<file path="config.mk">
export PLATFORM = sky130hd
export DESIGN_NAME = div_issue_queue
export DESIGN_NICKNAME = d
export VERILOG_FILES = /design/src/rtl/alu_pkg.sv /design/src/rtl/div_issue_queue_fifo.sv /design/src/rtl/div_issue_queue.sv
export SDC_FILE = /design/constraint.sdc
export NUM_CORES = 1
export LEC_CHECK = 0
export CAP_MARGIN = 20
export CORE_UTILIZATION = 45
export CTS_CLUSTER_DIAMETER = 150
export CTS_CLUSTER_SIZE = 28
export DETAILED_ROUTE_END_ITERATION = 6
export PLACE_DENSITY = 0.79
export SYNTH_ARGS = -nofsm -noshare
export SYNTH_HDL_FRONTEND = slang
export SYNTH_SLANG_ARGS = --single-unit
</file>
<file path="constraint.sdc">
create_clock -name clk -period 2.9 [get_ports clk]
set_clock_uncertainty 0.1 [all_clocks]
set_input_delay 0.725 -clock clk [delete_from_list [all_inputs] [get_ports clk]]
set_output_delay 0.725 -clock clk [all_outputs]
set_load 0.05 [all_outputs]
</file>
<file path="src/rtl/alu_pkg.sv">
`timescale 1ns/1ps
`default_nettype none
// ============================================================================
// Module : alu_pkg
// Brief  : Shared constants, error codes and issue-FSM state encoding for
//          the GF(2^31-1) divider feeder.
// Rev    : 1.0  initial release
// ============================================================================
package alu_pkg;

    // Field modulus p = 2^31-1; an operand equal to p is the residue 0.
    localparam logic [30:0] P_MOD    = 31'h7FFF_FFFF;

    // Response error codes
    localparam logic [1:0]  ERR_OK   = 2'b00;
    localparam logic [1:0]  ERR_DIV0 = 2'b01;
    localparam logic [1:0]  ERR_TMO  = 2'b10;

    typedef enum logic [2:0] {
        IDLE      = 3'd0,
        ISSUE     = 3'd1,
        WAIT_BUSY = 3'd2,
        WAIT_DONE = 3'd3,
        RESP      = 3'd4
    } issue_state_t;

    // Fold the non-canonical encoding of zero (p itself) onto 0.
    function automatic logic [30:0] canon(input logic [30:0] x);
        return (x == P_MOD) ? 31'd0 : x;
    endfunction

endpackage
`default_nettype wire

</file>
<file path="src/rtl/div_issue_queue_fifo.sv">
`timescale 1ns/1ps
`default_nettype none
// ============================================================================
// Module : sync_fifo
// Brief  : Single-clock FIFO, power-of-two depth, registered pointers and an
//          occupancy counter. Push into a full FIFO is ignored, so a
//          simultaneous push/pop when full only pops.
// Rev    : 1.0  initial release
// ============================================================================
module sync_fifo #(
    parameter int DEPTH = 4,
    parameter int WIDTH = 66
) (
    input  logic             clk,
    input  logic             rst,
    input  logic             push,
    input  logic             pop,
    input  logic [WIDTH-1:0] din,
    output logic [WIDTH-1:0] dout,
    output logic             full,
    output logic             empty
);

    localparam int             c_aw       = $clog2(DEPTH);
    localparam logic [c_aw:0]  c_full_cnt = (c_aw+1)'(DEPTH);

    logic [WIDTH-1:0] r_mem [DEPTH];
    logic [c_aw-1:0]  r_wr_ptr;
    logic [c_aw-1:0]  r_rd_ptr;
    logic [c_aw:0]    r_count;
    logic             w_push;
    logic             w_pop;

    assign full   = (r_count == c_full_cnt);
    assign empty  = (r_count == '0);
    assign w_push = push & ~full;
    assign w_pop  = pop & ~empty;
    assign dout   = r_mem[r_rd_ptr];

    // Storage array: written on accepted push, never reset.
    always_ff @(posedge clk) begin
        if (w_push) begin
            r_mem[r_wr_ptr] <= din;
        end
    end

    // Pointers wrap naturally at DEPTH; counter tracks occupancy.
    always_ff @(posedge clk) begin
        if (rst) begin
            r_wr_ptr <= '0;
            r_rd_ptr <= '0;
            r_count  <= '0;
        end else begin
            if (w_push) begin
                r_wr_ptr <= r_wr_ptr + 1'b1;
            end
            if (w_pop) begin
                r_rd_ptr <= r_rd_ptr + 1'b1;
            end
            if (w_push && !w_pop) begin
                r_count <= r_count + 1'b1;
            end else if (w_pop && !w_push) begin
                r_count <= r_count - 1'b1;
            end
        end
    end

endmodule
`default_nettype wire

</file>
<file path="src/rtl/div_issue_queue.sv">
`timescale 1ns/1ps
`default_nettype none
// ============================================================================
// Module : div_issue_queue
// Brief  : Request queue and issue sequencer in front of the GF(2^31-1)
//          divider. Buffers tagged a/b requests, traps division by zero,
//          runs the divider's opselect/rdy handshake one request at a time
//          with a timeout, and returns results in request order.
// Rev    : 1.0  initial release
// ============================================================================
module div_issue_queue
    import alu_pkg::*;
#(
    parameter int DEPTH = 4,
    parameter int TAG_W = 4,
    parameter int TMO   = 4096
) (
    input  logic             clk,
    input  logic             rst,
    input  logic             req_valid,
    output logic             req_ready,
    input  logic [30:0]      req_a,
    input  logic [30:0]      req_b,
    input  logic [TAG_W-1:0] req_tag,
    output logic             div_opselect,
    output logic [30:0]      div_a,
    output logic [30:0]      div_b,
    input  logic [30:0]      div_q,
    input  logic             div_rdy,
    output logic             rsp_valid,
    input  logic             rsp_ready,
    output logic [30:0]      rsp_q,
    output logic [TAG_W-1:0] rsp_tag,
    output logic [1:0]       rsp_err
);

    localparam int                c_ent_w    = 62 + TAG_W;
    localparam int                c_cnt_w    = $clog2(TMO + 1);
    localparam logic [c_cnt_w-1:0] c_tmo_last = c_cnt_w'(TMO - 1);

    issue_state_t        r_state;
    issue_state_t        w_next;

    logic [c_ent_w-1:0]  w_fifo_din;
    logic [c_ent_w-1:0]  w_head;
    logic                w_full;
    logic                w_empty;
    logic                w_push;
    logic                w_pop;

    logic [30:0]         w_head_a;
    logic [30:0]         w_head_b;
    logic [TAG_W-1:0]    w_head_tag;

    logic                w_load;
    logic                w_fin;
    logic [30:0]         w_fin_q;
    logic [1:0]          w_fin_err;

    logic                r_wb_seen;
    logic [c_cnt_w-1:0]  r_tmo_cnt;
    logic [30:0]         r_div_a;
    logic [30:0]         r_div_b;
    logic [30:0]         r_rsp_q;
    logic [TAG_W-1:0]    r_rsp_tag;
    logic [1:0]          r_rsp_err;

    // Queue entry layout: {a, b, tag}; canonicalisation happens on dequeue.
    assign w_fifo_din = {req_a, req_b, req_tag};
    assign w_head_a   = canon(w_head[TAG_W+61 -: 31]);
    assign w_head_b   = canon(w_head[TAG_W+30 -: 31]);
    assign w_head_tag = w_head[TAG_W-1:0];

    assign req_ready  = ~rst & ~w_full;
    assign w_push     = req_valid & req_ready;

    sync_fifo #(
        .DEPTH (DEPTH),
        .WIDTH (c_ent_w)
    ) u_fifo (
        .clk   (clk),
        .rst   (rst),
        .push  (w_push),
        .pop   (w_pop),
        .din   (w_fifo_din),
        .dout  (w_head),
        .full  (w_full),
        .empty (w_empty)
    );

    // Issue FSM state register.
    always_ff @(posedge clk) begin
        if (rst) begin
            r_state <= IDLE;
        end else begin
            r_state <= w_next;
        end
    end

    // Next-state, dequeue, divider start and completion decode.
    always_comb begin
        w_next       = r_state;
        w_pop        = 1'b0;
        w_load       = 1'b0;
        w_fin        = 1'b0;
        w_fin_q      = 31'd0;
        w_fin_err    = ERR_OK;
        div_opselect = 1'b0;
        case (r_state)
            IDLE: begin
                // rsp slot is always free here: RESP only exits on handshake.
                if (!w_empty) begin
                    w_pop = 1'b1;
                    if (w_head_b == 31'd0) begin
                        w_fin     = 1'b1;
                        w_fin_err = ERR_DIV0;
                        w_next    = RESP;
                    end else begin
                        w_load = 1'b1;
                        w_next = ISSUE;
                    end
                end
            end
            ISSUE: begin
                if (div_rdy) begin
                    div_opselect = 1'b1;
                    w_next       = WAIT_BUSY;
                end
            end
            WAIT_BUSY: begin
                // The divider drops rdy one cycle after start; if it never
                // does within two cycles, treat the busy phase as seen.
                if (!div_rdy || r_wb_seen) begin
                    w_next = WAIT_DONE;
                end
            end
            WAIT_DONE: begin
                if (div_rdy) begin
                    w_fin   = 1'b1;
                    w_fin_q = div_q;
                    w_next  = RESP;
                end else if (r_tmo_cnt == c_tmo_last) begin
                    w_fin     = 1'b1;
                    w_fin_err = ERR_TMO;
                    w_next    = RESP;
                end
            end
            RESP: begin
                if (rsp_ready) begin
                    w_next = IDLE;
                end
            end
            default: begin
                w_next = IDLE;
            end
        endcase
    end

    // Busy-phase marker and WAIT_DONE cycle counter, cleared outside their states.
    always_ff @(posedge clk) begin
        if (rst) begin
            r_wb_seen <= 1'b0;
            r_tmo_cnt <= '0;
        end else begin
            r_wb_seen <= (r_state == WAIT_BUSY);
            r_tmo_cnt <= (r_state == WAIT_DONE) ? r_tmo_cnt + 1'b1 : '0;
        end
    end

    // Divider operands (only change when leaving IDLE) and response register.
    always_ff @(posedge clk) begin
        if (rst) begin
            r_div_a   <= 31'd0;
            r_div_b   <= 31'd0;
            r_rsp_q   <= 31'd0;
            r_rsp_tag <= '0;
            r_rsp_err <= ERR_OK;
        end else begin
            if (w_load) begin
                r_div_a <= w_head_a;
                r_div_b <= w_head_b;
            end
            if (w_pop) begin
                r_rsp_tag <= w_head_tag;
            end
            if (w_fin) begin
                r_rsp_q   <= w_fin_q;
                r_rsp_err <= w_fin_err;
            end
        end
    end

    assign div_a     = r_div_a;
    assign div_b     = r_div_b;
    assign rsp_valid = (r_state == RESP);
    assign rsp_q     = r_rsp_q;
    assign rsp_tag   = r_rsp_tag;
    assign rsp_err   = r_rsp_err;

endmodule
`default_nettype wire
</file>
# Yosys cells after proc, flatten, opt, wreduce, memory -nomap -nowiden
# Memory sizes are Yosys's and may differ from the RTL's. A register that Yosys moved wholly into a read port is not among the register bits.
# Cells that the tools add are included.
[totals]
regBits = 123
mem_count = 1
in_bits = 102
word_cells = 85
ram_bits = 264
out_inout_bits = 102
[memory_table]
columns = ["name", "depth", "word_bits", "read_ports", "rd_clocked_by_memory_dff", "wr", "line", "source"]
rows = [
  ["u_fifo.r_mem", 4, 66, 1, 1, 1, "div_issue_queue_fifo.sv:27", "logic [WIDTH-1:0] r_mem [DEPTH];"],
]
[classes]
eq_ne = 13
reduce_logical = 12
n_mux = 35
n_bitwise = 8
add_sub_neg = 5
[op_table]
columns = ["op", "count"]
rows = [
  ["2-to-1 mux 31 bit", 4],
  ["equality test 31 bit, second input constant", 2],
  ["zero test 31 bit", 1],
  ["2-to-1 mux 3 bit", 9],
  ["2-to-1 mux 1 bit", 15],
  ["one-hot mux 3 bit (5 select lines)", 1],
  ["adder 13 x 1 -> 13 bit, second input constant", 1],
  ["equality test 13 x 12 -> 1 bit, second input constant", 1],
  ["2-to-1 mux 2 bit", 4],
  ["equality test 3 x 2 -> 1 bit, second input constant", 2],
  ["equality test 3 bit, second input constant", 2],
  ["zero test 3 bit", 2],
  ["inequality test 2 bit, second input constant", 3],
  ["AND reduction 5 bit", 1],
  ["adder 2 x 1 -> 2 bit, second input constant", 2],
  ["bitwise AND 1 bit", 4],
  ["NOT 1 bit", 4],
  ["one-hot mux 2 bit (2 select lines)", 1],
  ["adder 3 x 1 -> 3 bit, second input constant", 1],
  ["equality test 3 x 1 -> 1 bit, second input constant", 1],
  ["zero test 1 bit", 3],
  ["inequality test 3 bit, second input constant", 1],
  ["subtractor 3 x 1 -> 3 bit, second input constant", 1],
  ["logical AND 1 bit", 2],
  ["5 further kinds", 5],
]

# Longest topological paths before layout
# Gate-level depths: netlist of the first run.
[depth]
depth_word = 9
ltp_mapped = 10
depth_no_buf = 9

# Modules after synthesis
# From an unflattened synthesis of the first run, not the netlist that was laid out.
[hier_totals]
hier_cells = 887
area_unflattened_um2 = 14383.8
[modules_own_cells]
columns = ["mod", "cells_each", "instances", "seq_area_each_um2", "area_per_inst_um2"]
rows = [
  ["sync_fifo", 392, 1, 8107.8, 9980.8],
  ["div_issue_queue", 495, 1, 2322.2, 4403.0],
]

# Worst setup path after synthesis of the first run
# OpenSTA, ideal clock, no wires.
[synth_timing]
kind = "input to register"
startpoint = "input port rst"
endpoint = "memory u_fifo.r_mem[0][0], enable pin"
n_path_buf = 0
arrival_ns = 3.351
path_stages = 2
path_slack_ns = -0.982
required_time_ns = 2.368
setup_ns = 0.432
path_cell_list = "a21oi_1 and3_1"
[synth_via]
elab_chain_cells = 6
[synth_lines]
columns = ["element", "line", "source"]
rows = [
  ["from (decl)", "div_issue_queue.sv:19", "input logic rst,"],
  ["NOT 1 bit", "div_issue_queue.sv:74", "assign req_ready = ~rst & ~w_full;"],
  ["bitwise AND 1 bit", "div_issue_queue.sv:74", ""],
  ["bitwise AND 1 bit", "div_issue_queue.sv:75", "assign w_push = req_valid & req_ready;"],
  ["bitwise AND 1 bit", "div_issue_queue_fifo.sv:36", "assign w_push = push & ~full;"],
  ["2-to-1 mux 1 bit", "div_issue_queue_fifo.sv:42", "if (w_push) begin"],
  ["2-to-1 mux 1 bit (implied by the code)", "div_issue_queue_fifo.sv:43", "r_mem[r_wr_ptr] <= din;"],
  ["to (decl)", "div_issue_queue_fifo.sv:27", ""],
]
# No other way between the ends.

==> flow_summary.html, run 1 <==
<table>
<tr><th>Metric</th><th>Value</th></tr>
<tr><th colspan="2">Outcome</th></tr>
<tr><td>Outcome</td><td>finished, final reports clean</td></tr>
<tr><th colspan="2">Hold path</th></tr>
<tr><td>Hold path depth</td><td>2</td></tr>
<tr><td>Startpoint of the most critical hold path</td><td>div_b[15]</td></tr>
<tr><td>Endpoint of the worst hold path</td><td>div_b[15]</td></tr>
<tr><td>Hold WC Path Type</td><td>reg2reg</td></tr>
<tr><th colspan="2">Power</th></tr>
<tr><td>Worst voltage drop across the vdd grid</td><td>about 570 uV</td></tr>
<tr><td>Lkg Pwr</td><td>5.75 nW</td></tr>
<tr><td>Portion of total power attributed to combinational logic</td><td>36.1%</td></tr>
<tr><td>Sw power</td><td>5.39 mW</td></tr>
<tr><td>Net switching share of the total power</td><td>between 30% and 40%</td></tr>
<tr><td>Internal power</td><td>9.88 mW</td></tr>
<tr><td>Total power per unit cell area</td><td>850 mW/mm2</td></tr>
<tr><td>Reg power frac</td><td>45.5%</td></tr>
<tr><td>Fraction of power consumed by the clock network</td><td>18.4%</td></tr>
<tr><th colspan="2">Timing</th></tr>
<tr><td>Relative slew margins</td><td>45.6%</td></tr>
<tr><td>Hold violation count in the final report</td><td>0</td></tr>
<tr><td>Final worst path period need</td><td>2860 ps</td></tr>
<tr><td>Final count of negative-setup-slack endpoints</td><td>0</td></tr>
<tr><td>Final count of pins violating max slew</td><td>0</td></tr>
<tr><td>Maximum clock frequency</td><td>roughly 350 MHz</td></tr>
<tr><td>Worst Tran Pin Value</td><td>just over 800 ps</td></tr>
<tr><td>Period utilisation layout</td><td>98.5%</td></tr>
<tr><th colspan="2">GRT</th></tr>
<tr><td>Via count of the first global-routing pass</td><td>8,641</td></tr>
<tr><td>Antenna violations before repair</td><td>2</td></tr>
<tr><td>Aggregate global routing overflow</td><td>0</td></tr>
<tr><td>Global-route wire length before repair</td><td>49,200 um</td></tr>
<tr><td>Overall routing resource usage</td><td>19.5%</td></tr>
<tr><td>Pin count of the biggest net entering global routing</td><td>70</td></tr>
<tr><th colspan="2">Finish</th></tr>
<tr><td>Final instance area</td><td>roughly 0.018 mm2</td></tr>
<tr><td>Final cell count without fillers</td><td>1,523</td></tr>
<tr><td>Net total in the final layout</td><td>1,219</td></tr>
<tr><td>Share of cells above drive strength 1</td><td>about 15%</td></tr>
<tr><td>Layout-stage area growth over the synthesis result</td><td>25.0%</td></tr>
<tr><td>Fill cell count</td><td>2,371</td></tr>
<tr><th colspan="2">Logic synthesis</th></tr>
<tr><td>Synthesized net count</td><td>approximately 1,000</td></tr>
<tr><td>Synthesized instance count</td><td>886</td></tr>
<tr><td>Number of warnings printed during yosys synthesis</td><td>0</td></tr>
<tr><td>Fraction of registers with async set/reset</td><td>0%</td></tr>
<tr><td>Synth cell count leaders</td><td>264 x sky130_fd_sc_hd__edfxtp_1, 125 x sky130_fd_sc_hd__dfxtp_1, 79 x sky130_fd_sc_hd__nand4_1</td></tr>
<tr><td>Largest area contributor in the synthesized netlist</td><td>sky130_fd_sc_hd__edfxtp_1</td></tr>
<tr><td>Combined area of all synthesized cells</td><td>between 0.01 and 0.015 mm2</td></tr>
<tr><td>Number of synthesized flops with an enable pin</td><td>~260</td></tr>
<tr><td>Proportion of synthesized chip area in sequential cells</td><td>approximately 73%</td></tr>
<tr><td>Area share of the largest cell type after synthesis</td><td>55.2%</td></tr>
<tr><td>Number of flip-flops and latches in the synthesized netlist</td><td>389</td></tr>
<tr><td>Most common cell in the netlist</td><td>sky130_fd_sc_hd__edfxtp_1</td></tr>
<tr><td>Most common flop cell mapped by yosys</td><td>sky130_fd_sc_hd__edfxtp_1</td></tr>
<tr><td>Largest cells by area after synthesis</td><td>sky130_fd_sc_hd__edfxtp_1 55%, sky130_fd_sc_hd__dfxtp_1 17%, sky130_fd_sc_hd__mux4_2 10%</td></tr>
<tr><td>Mapped Avg Cell Area</td><td>roughly 16 um2</td></tr>
<tr><td>Synth unique cells</td><td>39</td></tr>
<tr><th colspan="2">Drt</th></tr>
<tr><td>Post-detailed-routing wire length</td><td>32,900 um</td></tr>
<tr><td>Number of detailed-routing iterations run before antenna repair</td><td>6</td></tr>
<tr><td>Number of DRC markers after the initial detailed-route iteration</td><td>767</td></tr>
<tr><td>Vias per inst</td><td>5.74</td></tr>
<tr><td>Final antenna-violating net count</td><td>0</td></tr>
<tr><td>Remaining DRCs</td><td>0</td></tr>
<tr><td>Number of vias after detailed routing</td><td>8,742</td></tr>
<tr><td>Detail-routed net length per standard cell</td><td>21.6 um</td></tr>
<tr><th colspan="2">Clocking</th></tr>
<tr><td>Number of sinks driven by the clock tree</td><td>389</td></tr>
<tr><td>H-Tree Level Count</td><td>1</td></tr>
<tr><td>Worst-skew pair later-pin latency</td><td>520 ps</td></tr>
<tr><td>Total clock buffers created by CTS</td><td>17</td></tr>
<tr><td>Maximum root-to-sink buffer count</td><td>3</td></tr>
<tr><td>Root cell of the clock tree</td><td>sky130_fd_sc_hd__clkbuf_16</td></tr>
<tr><td>Clock tree from TritonCTS</td><td>done</td></tr>
<tr><td>Hold-fix buffer count after cts</td><td>0</td></tr>
<tr><td>Reg clk slew, reported paths</td><td>110 ps</td></tr>
<tr><th colspan="2">Worst setup path</th></tr>
<tr><td>Crit path capture type</td><td>flip-flop</td></tr>
<tr><td>Slack of the worst reg-to-reg path</td><td>~43 ps</td></tr>
<tr><td>Maximum fanout along the worst path</td><td>33</td></tr>
<tr><td>Critical path launch point type</td><td>flip-flop</td></tr>
<tr><td>Required time at the endpoint of the critical path</td><td>around 3200 ps</td></tr>
<tr><td>Endpoint of the worst register-to-register path</td><td>div_a[24]</td></tr>
<tr><td>Critical path arrival</td><td>3190 ps</td></tr>
<tr><td>Number of cells on the worst reg-to-reg path</td><td>11</td></tr>
<tr><td>Worst Setup Path Type</td><td>reg2reg</td></tr>
<tr><th colspan="2">Floorplanning</th></tr>
<tr><td>Die Y</td><td>181 um</td></tr>
<tr><td>Count of pins on the block boundary</td><td>a little over 200</td></tr>
<tr><td>Core ar.</td><td>0.0315 mm2</td></tr>
<tr><td>Initial standard-cell utilization of the core</td><td>a little under half</td></tr>
<tr><td>Die area</td><td>0.0326 mm2</td></tr>
<tr><td>Overall die width</td><td>181 um</td></tr>
<tr><td>Standard-cell row count</td><td>65</td></tr>
<tr><th colspan="2">Placed design</th></tr>
<tr><td>Instance area after placement</td><td>0.0173 mm2</td></tr>
<tr><td>RD Place Congestion</td><td>roughly 0.78</td></tr>
<tr><td>HPWL after detailed placement</td><td>21,600 um</td></tr>
<tr><td># placed instances</td><td>1,486</td></tr>
<tr><td>Count of input and output buffers</td><td>203</td></tr>
<tr><th colspan="2">Flow run</th></tr>
<tr><td>Max Cap Violations</td><td>0</td></tr>
</table>
## flip-flops by register name, summed over array words and instances, names as in the netlist, named ones only
name and count:
div_a 31, div_b 31, r_state 3, r_tmo_cnt 13, r_wb_seen 1, rsp_err 2, rsp_q 31, rsp_tag 4
u_fifo.r_count 3, u_fifo.r_mem 264, u_fifo.r_rd_ptr 2, u_fifo.r_wr_ptr 2
## power groups by stage
stage               registers [mW]  clock network (mW)  logic [mW]
floorplan                     8.42                   0        1.94
CTS                           6.95                2.88        5.42
global route                  7.02                3.06        5.78
finish                        6.95                2.81        5.50
global placement              7.05                   0        5.30
detailed placement            7.07                   0        5.37
## repair_timing
item                       4_1_cts  5_1_grt
setup endpoints to repair       95       95
gates cloned                     0        2
pin swaps                        0        2
gates resized for setup          4       25
setup buffers                    1        4
## how the worst max path moves through the flow
stage | endpoint | slack, ps | cells past startpoint
after floorplan | u_fifo.r_count[2] | 80 | 9
after global placement | rsp_err[1] | -80 | 7
after detailed placement | rsp_err[1] | -70 | 7
after CTS | div_a[0] | 10 | 10
after global routing | div_a[24] | -10 | 11
final | div_a[24] | 40 | 11
## metrics by stage
step           hold slack [ps]  util [%]  worst slack, ps  power, mW  TNS [ps]
3_5_place_dp               349      54.9            -74.5       12.4     -1670
2_1_floorplan              326         -             76.6       10.4         0
6_report                   358      57.1             42.6       15.3         0
5_1_grt                    381      57.1            -12.9       15.9     -20.4
3_3_place_gp               345      54.8            -84.9       12.3     -2490
4_1_cts                    364      56.5             12.7       15.2         0
## cell type report
cell class / instances / area [um2] / area share (%)
Inverter: 9 / 33.8 / 0.188
Timing Repair Buffer: 263 / 2720 / 15.2
Antenna cell: 1 / 2.50 / 0.0139
Clock inverter: 1 / 30.0 / 0.167
Sequential cell: 389 / 10400 / 58.1
Multi-Input combinational cell: 430 / 3760 / 21.0
Tap cell: 402 / 503 / 2.80
Clock buffer: 28 / 467 / 2.60
## critical path: stages, from the launching register on
cell	delay, ps
sky130_fd_sc_hd__dfxtp_4	450
sky130_fd_sc_hd__buf_12	150
sky130_fd_sc_hd__buf_12	100
sky130_fd_sc_hd__mux4_2	540
sky130_fd_sc_hd__nor4_1	290
sky130_fd_sc_hd__nand4_1	230
sky130_fd_sc_hd__buf_4	200
sky130_fd_sc_hd__o2bb2ai_4	120
sky130_fd_sc_hd__buf_6	130
sky130_fd_sc_hd__nor2_4	50
sky130_fd_sc_hd__buf_12	180
sky130_fd_sc_hd__o21ai_0	190
## routing by layer
| layer | share of wire (%) | up-vias | track usage, % |
|---|---|---|---|
| met5 | 0 | - | 0 |
| met4 | 1.7 | 0 | 4.55 |
| met3 | 8.6 | 37 | 4.41 |
| met2 | 49 | 405 | 33.0 |
| met1 | 40 | 4385 | 25.6 |
| li1 | - | 3915 | - |
## cells in the final DEF, fill, tap and decap left out, drive strengths merged, types with 9 or more instances in the layout
master / n
edfxtp: 264
clkdlybuf4s50: 200
dfxtp: 125
nand4: 79
nand2: 71
mux4: 66
o21ai: 65
buf: 61
a22o: 32
nor2: 30
clkbuf: 29
nor4: 13
inv: 9
a21oi: 9
## logic make-up after synthesis
logic type	Yosys count	synth area share, %
AND/OR/NAND/NOR	220	7.75
multiplexers	72	10.8
buffers and inverters	68	2.20
AO/OA/AOI/OAI	117	5.24
XOR/XNOR	13	0.792
adder cells (fa/ha/maj)	7	0.662
flip-flops	389	72.6
Power figures use the tool's default switching activity.
==> run 2: changes to the inputs <==
--- a/config.mk
+++ b/config.mk
@@ -11,6 +11,7 @@
 export CTS_CLUSTER_SIZE = 28
 export DETAILED_ROUTE_END_ITERATION = 6
 export PLACE_DENSITY = 0.79
+export RECOVER_POWER = 25
 export SYNTH_ARGS = -nofsm -noshare
 export SYNTH_HDL_FRONTEND = slang
 export SYNTH_SLANG_ARGS = --single-unit
==> run 2 against run 1 <==
The run now ends with setup timing left. Register-to-register slack got worse by 50 ps. Design area hardly changed. First-iteration DRC count is 0.78% higher. Sequential power barely moved. Total power barely moved. Critical path depth stayed put. Flip-flop and latch count unchanged. Largest power group unchanged.
==> flow_summary.html, run 2 (synthesis results as in run 1) <==
<table>
<tr><th>Metric</th><th>Value</th></tr>
<tr><th colspan="2">GRT</th></tr>
<tr><td>Overall routing resource usage</td><td>19.5%</td></tr>
<tr><td>Aggregate global routing overflow</td><td>0</td></tr>
<tr><td>Via count of the first global-routing pass</td><td>8,641</td></tr>
<tr><td>Pin count of the biggest net entering global routing</td><td>70</td></tr>
<tr><td>Global-route wire length before repair</td><td>about 50,000 um</td></tr>
<tr><td>Antenna violations before repair</td><td>7</td></tr>
<tr><th colspan="2">Hold path</th></tr>
<tr><td>Endpoint of the worst hold path</td><td>div_b[15]</td></tr>
<tr><td>Startpoint of the most critical hold path</td><td>div_b[15]</td></tr>
<tr><td>Hold path depth</td><td>2</td></tr>
<tr><td>Hold WC Path Type</td><td>reg2reg</td></tr>
<tr><th colspan="2">Power</th></tr>
<tr><td>Fraction of power consumed by the clock network</td><td>18.4%</td></tr>
<tr><td>Internal power</td><td>about 9.9 mW</td></tr>
<tr><td>Sw power</td><td>5.39 mW</td></tr>
<tr><td>Lkg Pwr</td><td>approximately 5.8 nW</td></tr>
<tr><td>Portion of total power attributed to combinational logic</td><td>36.0%</td></tr>
<tr><td>Final Power</td><td>15.3 mW</td></tr>
<tr><td>Total power per unit cell area</td><td>849 mW/mm2</td></tr>
<tr><td>Reg power frac</td><td>45.6%</td></tr>
<tr><td>Worst voltage drop across the vdd grid</td><td>570 uV</td></tr>
<tr><td>Net switching share of the total power</td><td>a little over a third</td></tr>
<tr><th colspan="2">Worst setup path</th></tr>
<tr><td>Required time at the endpoint of the critical path</td><td>3240 ps</td></tr>
<tr><td>Maximum fanout along the worst path</td><td>33</td></tr>
<tr><td>Slack of the worst reg-to-reg path</td><td>-10 ps</td></tr>
<tr><td>Critical path arrival</td><td>roughly 3300 ps</td></tr>
<tr><td>Kind of cell adding the most delay to the critical path</td><td>buffers and inverters</td></tr>
<tr><td>Number of cells on the worst reg-to-reg path</td><td>11</td></tr>
<tr><td>Cell type with the highest occurrence count on the critical path</td><td>sky130_fd_sc_hd__buf_12</td></tr>
<tr><td>Worst Setup Path Type</td><td>reg2reg</td></tr>
<tr><td>Critical path launch point type</td><td>flip-flop</td></tr>
<tr><td>Crit path capture type</td><td>flip-flop</td></tr>
<tr><td>Crit path buf inv count</td><td>5</td></tr>
<tr><td>Worst stage delay on the critical path</td><td>540 ps</td></tr>
<tr><td>Endpoint of the worst register-to-register path</td><td>div_a[0]</td></tr>
<tr><td>Critical Path, Cell by Cell</td><td>buf_12, buf_12, mux4_2, nor4_1, nand4_1, buf_4, o2bb2ai_4, buf_6, nor2_4, buf_12, o21ai_0</td></tr>
<tr><td>Cell with the largest stage delay on the worst path</td><td>sky130_fd_sc_hd__mux4_2</td></tr>
<tr><th colspan="2">Floorplanning</th></tr>
<tr><td>Die area</td><td>0.0326 mm2</td></tr>
<tr><td>Standard-cell row count</td><td>65</td></tr>
<tr><td>Count of pins on the block boundary</td><td>just over 200</td></tr>
<tr><td>Initial standard-cell utilization of the core</td><td>about 46%</td></tr>
<tr><td>Core ar.</td><td>0.0315 mm2</td></tr>
<tr><td>Die Y</td><td>181 um</td></tr>
<tr><td>Overall die width</td><td>181 um</td></tr>
<tr><th colspan="2">Clocking</th></tr>
<tr><td>Reg clk slew, reported paths</td><td>approximately 110 ps</td></tr>
<tr><td>Worst-skew pair later-pin latency</td><td>between 500 and 600 ps</td></tr>
<tr><td>Root cell of the clock tree</td><td>sky130_fd_sc_hd__clkbuf_16</td></tr>
<tr><td>Clock tree from TritonCTS</td><td>done</td></tr>
<tr><td>Number of sinks driven by the clock tree</td><td>a little under 400</td></tr>
<tr><td>Total clock buffers created by CTS</td><td>17</td></tr>
<tr><td>H-Tree Level Count</td><td>1</td></tr>
<tr><td>Maximum root-to-sink buffer count</td><td>3</td></tr>
<tr><th colspan="2">Finish</th></tr>
<tr><td>Top library cells by usage in the layout, fill and taps aside</td><td>264 x sky130_fd_sc_hd__edfxtp_1, 150 x sky130_fd_sc_hd__clkdlybuf4s50_1, 123 x sky130_fd_sc_hd__dfxtp_1</td></tr>
<tr><td>Layout-stage area growth over the synthesis result</td><td>25.0%</td></tr>
<tr><td>Largest register FFs</td><td>264</td></tr>
<tr><td>Final cell count without fillers</td><td>1,526</td></tr>
<tr><td>Fill cell count</td><td>between 2,000 and 2,500</td></tr>
<tr><td>Core utilization of the finished layout</td><td>57.1%</td></tr>
<tr><td>Register name with the most flops</td><td>u_fifo.r_mem</td></tr>
<tr><td>Share of cells above drive strength 1</td><td>15.2%</td></tr>
<tr><td>Net total in the final layout</td><td>1,219</td></tr>
<tr><td>Most common cell after layout, fill and taps aside</td><td>sky130_fd_sc_hd__edfxtp_1</td></tr>
<tr><th colspan="2">Timing</th></tr>
<tr><td>Worst Tran Pin Value</td><td>813 ps</td></tr>
<tr><td>Final worst path period need</td><td>2910 ps</td></tr>
<tr><td>Final count of pins violating max slew</td><td>0</td></tr>
<tr><td>Post-layout worst setup margin</td><td>-10.1 ps</td></tr>
<tr><td>Post-route setup TNS</td><td>-18.6 ps</td></tr>
<tr><td>Relative slew margins</td><td>45.8%</td></tr>
<tr><td>Maximum clock frequency</td><td>~340 MHz</td></tr>
<tr><td>Period utilisation layout</td><td>100%</td></tr>
<tr><td>Final count of negative-setup-slack endpoints</td><td>2</td></tr>
<tr><td>Hold slack</td><td>357 ps</td></tr>
<tr><td>Hold violation count in the final report</td><td>0</td></tr>
<tr><th colspan="2">Placed design</th></tr>
<tr><td>RD Place Congestion</td><td>between 0.7 and 0.8</td></tr>
<tr><td>Count of input and output buffers</td><td>203</td></tr>
<tr><td># placed instances</td><td>1,486</td></tr>
<tr><td>HPWL after detailed placement</td><td>21,600 um</td></tr>
<tr><th colspan="2">Drt</th></tr>
<tr><td>Remaining DRCs</td><td>0</td></tr>
<tr><td>Number of DRC markers after the initial detailed-route iteration</td><td>approximately 770</td></tr>
<tr><td>Detail-routed net length per standard cell</td><td>21.5 um</td></tr>
<tr><td>Vias per inst</td><td>5.76</td></tr>
<tr><td>Number of vias after detailed routing</td><td>8,784</td></tr>
<tr><td>Post-detailed-routing wire length</td><td>32,800 um</td></tr>
<tr><td>Final antenna-violating net count</td><td>0</td></tr>
<tr><td>Number of detailed-routing iterations run before antenna repair</td><td>5</td></tr>
<tr><th colspan="2">Flow run</th></tr>
<tr><td>Max Cap Violations</td><td>0</td></tr>
<tr><th colspan="2">Outcome</th></tr>
<tr><td>Outcome</td><td>finished, violations left</td></tr>
<tr><td>Failing checks</td><td>setup timing</td></tr>
</table>
## run 2: power groups by stage
stage	registers, mW	clock network [mW]	logic, mW
final	6.95	2.81	5.49
after global routing	7.02	3.06	5.77
after CTS	6.95	2.88	5.42
after detailed placement	7.07	0	5.37
after global placement	7.05	0	5.30
after floorplan	8.42	0	1.94
## run 2: worst register-to-register path: cells and delay by family (launching register included)
kind	cells	cell delay, ps
AOI/OAI and AO/OA	2	350
buffers and inverters	5	780
DFF	1	450
muxes	1	540
and+or+nand+nor	3	610
## run 2: final cells by class
type                       count  area (um2)  area share (%)
antenna                        4        10.0          0.0557
inverter                       9        33.8           0.188
clock buffer                  28         467            2.60
timing repair buffer         263        2720            15.2
multi-input combinational    430        3760            21.0
clock inverter                 1        30.0           0.167
sequential                   389       10400            58.1
tap                          402         503            2.80
## run 2: metrics by stage
step / cell area (um2) / worst slack (ps)
4_1_cts: 17800 / 12.7
6_report: 18000 / -10.1
5_1_grt: 18000 / -14.4
3_3_place_gp: 17300 / -84.9
2_1_floorplan: 14400 / 76.6
3_5_place_dp: 17300 / -74.5
## run 2: what timing repair did
item,4_1_cts,5_1_grt
setup endpoints to repair,95,95
cloned,0,2
endpoints found under the hold margin,0,0
hold buffers,0,0
pin swaps,0,2
buffers inserted,1,4
gates resized for setup,4,25
## run 2: worst max path at each step
| stage | startpoint | end | cells after the start |
|---|---|---|---|
| floorplan | rst | u_fifo.r_count[2] | 9 |
| global placement | flip-flop | rsp_err[1] | 7 |
| detailed placement | flip-flop | rsp_err[1] | 7 |
| CTS | flip-flop | div_a[0] | 10 |
| global route | flip-flop | div_a[24] | 11 |
| finish | flip-flop | div_a[0] | 11 |
## run 2: routing by layer
metal  routed length (um)  share of wire (%)  global-route usage, %
met3                 2720                8.3                   4.41
met1                13400                 41                   25.6
met4                  563                1.7                   4.55
met5                   30              0.091                      0
met2                16100                 49                   33.0
==> run 3: changes to the inputs <==
--- a/config.mk
+++ b/config.mk
@@ -12,6 +12,7 @@
 export DETAILED_ROUTE_END_ITERATION = 6
 export PLACE_DENSITY = 0.79
 export RECOVER_POWER = 25
+export SKIP_LAST_GASP = 1
 export SYNTH_ARGS = -nofsm -noshare
 export SYNTH_HDL_FRONTEND = slang
 export SYNTH_SLANG_ARGS = --single-unit
==> run 3 against run 2 <==
The flow now finishes without violations. Flip-flop and latch count did not move. Count of clock-buffer cells in the layout did not move. Cell count barely moved. Sequential share of layout area rose by 0.052 points. Non-clock buffer count did not move. Register-to-register slack improved by 70 ps. Via count fell by 0.46%. Combinational power barely moved. Worst hold slack barely moved. Critical path type unchanged. Design area barely moved. Global-route usage barely moved.
==> flow_summary.html, run 3 (synthesis results as in run 1) <==
<table>
<tr><th>Metric</th><th>Value</th></tr>
<tr><th colspan="2">Power</th></tr>
<tr><td>Reg power frac</td><td>45.5%</td></tr>
<tr><td>Lkg Pwr</td><td>5.76 nW</td></tr>
<tr><td>Net switching share of the total power</td><td>a little over a third</td></tr>
<tr><td>Portion of total power attributed to combinational logic</td><td>36.1%</td></tr>
<tr><td>Sw power</td><td>between 5 and 6 mW</td></tr>
<tr><td>Total power per unit cell area</td><td>850 mW/mm2</td></tr>
<tr><td>Fraction of power consumed by the clock network</td><td>18.4%</td></tr>
<tr><td>Internal power</td><td>9.87 mW</td></tr>
<tr><td>Worst voltage drop across the vdd grid</td><td>570 uV</td></tr>
<tr><th colspan="2">Finish</th></tr>
<tr><td>Final cell count without fillers</td><td>1,527</td></tr>
<tr><td>Core utilization of the finished layout</td><td>57.0%</td></tr>
<tr><td>Share of cells above drive strength 1</td><td>15.1%</td></tr>
<tr><td>Final instance area</td><td>around 0.018 mm2</td></tr>
<tr><td>Net total in the final layout</td><td>1,219</td></tr>
<tr><td>Fill cell count</td><td>roughly 2,400</td></tr>
<tr><td>Largest register FFs</td><td>about 260</td></tr>
<tr><td>Register name with the most flops</td><td>u_fifo.r_mem</td></tr>
<tr><td>Most common cell after layout, fill and taps aside</td><td>sky130_fd_sc_hd__edfxtp_1</td></tr>
<tr><td>Top library cells by usage in the layout, fill and taps aside</td><td>264 x sky130_fd_sc_hd__edfxtp_1, 152 x sky130_fd_sc_hd__clkdlybuf4s50_1, 123 x sky130_fd_sc_hd__dfxtp_1</td></tr>
<tr><td>Layout-stage area growth over the synthesis result</td><td>24.9%</td></tr>
<tr><th colspan="2">Clocking</th></tr>
<tr><td>Hold-fix buffer count after cts</td><td>0</td></tr>
<tr><td>Reg clk slew, reported paths</td><td>about 120 ps</td></tr>
<tr><td>Number of sinks driven by the clock tree</td><td>389</td></tr>
<tr><td>Clock tree from TritonCTS</td><td>done</td></tr>
<tr><td>Maximum root-to-sink buffer count</td><td>3</td></tr>
<tr><td>H-Tree Level Count</td><td>1</td></tr>
<tr><td>Worst-skew pair later-pin latency</td><td>530 ps</td></tr>
<tr><td>Root cell of the clock tree</td><td>sky130_fd_sc_hd__clkbuf_16</td></tr>
<tr><td>Total clock buffers created by CTS</td><td>17</td></tr>
<tr><th colspan="2">Timing</th></tr>
<tr><td>Hold violation count in the final report</td><td>0</td></tr>
<tr><td>Maximum clock frequency</td><td>between 300 and 400 MHz</td></tr>
<tr><td>Period utilisation layout</td><td>a little over nine tenths</td></tr>
<tr><td>Setup repair after global routing missed its margin</td><td>true</td></tr>
<tr><td>Relative slew margins</td><td>46.3%</td></tr>
<tr><td>Worst Tran Pin Value</td><td>a little over 800 ps</td></tr>
<tr><td>Final count of negative-setup-slack endpoints</td><td>0</td></tr>
<tr><td>Final worst path period need</td><td>2840 ps</td></tr>
<tr><td>Final count of pins violating max slew</td><td>0</td></tr>
<tr><td>Post-route setup TNS</td><td>0 ps</td></tr>
<tr><th colspan="2">Worst setup path</th></tr>
<tr><td>Required time at the endpoint of the critical path</td><td>3230 ps</td></tr>
<tr><td>Worst Setup Path Type</td><td>reg2reg</td></tr>
<tr><td>Worst stage delay on the critical path</td><td>530 ps</td></tr>
<tr><td>Crit path capture type</td><td>flip-flop</td></tr>
<tr><td>Critical Path, Cell by Cell</td><td>buf_4, mux4_2, nor4_2, buf_4, nand4_1, buf_4, o2bb2ai_2, buf_6, nor2_4, buf_12, o21ai_0</td></tr>
<tr><td>Critical path arrival</td><td>3170 ps</td></tr>
<tr><td>Cell with the largest stage delay on the worst path</td><td>sky130_fd_sc_hd__mux4_2</td></tr>
<tr><td>Cell type with the highest occurrence count on the critical path</td><td>sky130_fd_sc_hd__buf_4</td></tr>
<tr><td>Maximum fanout along the worst path</td><td>33</td></tr>
<tr><td>Critical path launch point type</td><td>flip-flop</td></tr>
<tr><th colspan="2">GRT</th></tr>
<tr><td>Aggregate global routing overflow</td><td>0</td></tr>
<tr><td>Via count of the first global-routing pass</td><td>8,637</td></tr>
<tr><td>Global-route wire length before repair</td><td>about 49,000 um</td></tr>
<tr><td>Antenna violations before repair</td><td>7</td></tr>
<tr><td>Overall routing resource usage</td><td>19.5%</td></tr>
<tr><td>Pin count of the biggest net entering global routing</td><td>70</td></tr>
<tr><th colspan="2">Drt</th></tr>
<tr><td>Vias per inst</td><td>5.73</td></tr>
<tr><td>Number of detailed-routing iterations run before antenna repair</td><td>5</td></tr>
<tr><td>Number of vias after detailed routing</td><td>8,744</td></tr>
<tr><td>Detail-routed net length per standard cell</td><td>21.4 um</td></tr>
<tr><td>Remaining DRCs</td><td>0</td></tr>
<tr><td>Number of DRC markers after the initial detailed-route iteration</td><td>818</td></tr>
<tr><td>Post-detailed-routing wire length</td><td>about 33,000 um</td></tr>
<tr><td>Final antenna-violating net count</td><td>0</td></tr>
<tr><th colspan="2">Placed design</th></tr>
<tr><td>Instance area after placement</td><td>0.0173 mm2</td></tr>
<tr><td>RD Place Congestion</td><td>0.775</td></tr>
<tr><td>Count of input and output buffers</td><td>just over 200</td></tr>
<tr><td># placed instances</td><td>1,486</td></tr>
<tr><td>HPWL after detailed placement</td><td>21,600 um</td></tr>
<tr><th colspan="2">Hold path</th></tr>
<tr><td>Hold WC Path Type</td><td>reg2reg</td></tr>
<tr><th colspan="2">Flow run</th></tr>
<tr><td>Max Cap Violations</td><td>0</td></tr>
<tr><th colspan="2">Floorplanning</th></tr>
<tr><td>Initial standard-cell utilization of the core</td><td>45.7%</td></tr>
<tr><td>Die Y</td><td>181 um</td></tr>
<tr><td>Core ar.</td><td>approximately 0.031 mm2</td></tr>
<tr><td>Standard-cell row count</td><td>65</td></tr>
<tr><td>Overall die width</td><td>181 um</td></tr>
<tr><td>Die area</td><td>0.0326 mm2</td></tr>
<tr><td>Count of pins on the block boundary</td><td>204</td></tr>
<tr><th colspan="2">Outcome</th></tr>
<tr><td>Outcome</td><td>finished, final reports clean</td></tr>
</table>
-- run 3: final timing paths --
| kind | start | to | slack (ps) | cells past startpoint |
|---|---|---|---|---|
| worst max-delay path | flip-flop | div_a[18] | 60 | 11 |
| worst max register to register | flip-flop | div_a[18] | 60 | 11 |
| worst min register to register | div_b[15] | div_b[15] | 360 | 2 |
| worst min-delay path | div_b[15] | div_b[15] | 360 | 2 |
-- run 3: what timing repair did --
item,CTS,global route
setup endpoints to repair,95,95
pin swaps,0,3
gates cloned,0,2
setup buffers,1,4
gates resized for setup,3,31
-- run 3: critical path, delay by kind of cell, from the launching register on --
kind / cells / cell delay [ps]
simple gates: 3 / 470
compound gates: 2 / 370
buf+inv: 5 / 790
flops: 1 / 460
mux: 1 / 530
-- run 3: per-layer routing --
metal  GRT usage (%)  up-vias  share of wire (%)
met3            4.41       42                8.5
met2            33.0      385                 49
met1            25.6     4388                 40
li1                -     3923                  -
met4            4.55        6                1.7
met5               0        -              0.092
-- run 3: layout make-up --
class                   instances  area [um2]  share of cell area (%)
clock buffers                  28         467                    2.60
repair buffers                263        2720                    15.2
clock inverters                 1        30.0                   0.167
flip-flops and latches        389       10400                    58.1
multi-input cells             430        3750                    20.9
well taps                     402         503                    2.80
inverters                       9        33.8                   0.188
diodes                          5        12.5                  0.0697
-- run 3: metrics by stage --
step | hold slack, ps | total power, mW | setup slack, ps
floorplan | 326 | 10.4 | 76.6
global placement | 345 | 12.3 | -84.9
detailed placement | 349 | 12.4 | -74.5
CTS | 364 | 15.2 | -8.48
global route | 381 | 15.9 | -29.3
finish | 357 | 15.3 | 61.3
-- run 3: power by group through the flow --
stage                     registers (mW)  logic, mW  clock network [mW]
after floorplan                     8.42       1.94                   0
after global placement              7.05       5.30                   0
after detailed placement            7.07       5.37                   0
after CTS                           6.95       5.41                2.88
after global routing                7.02       5.78                3.06
final                               6.95       5.50                2.81
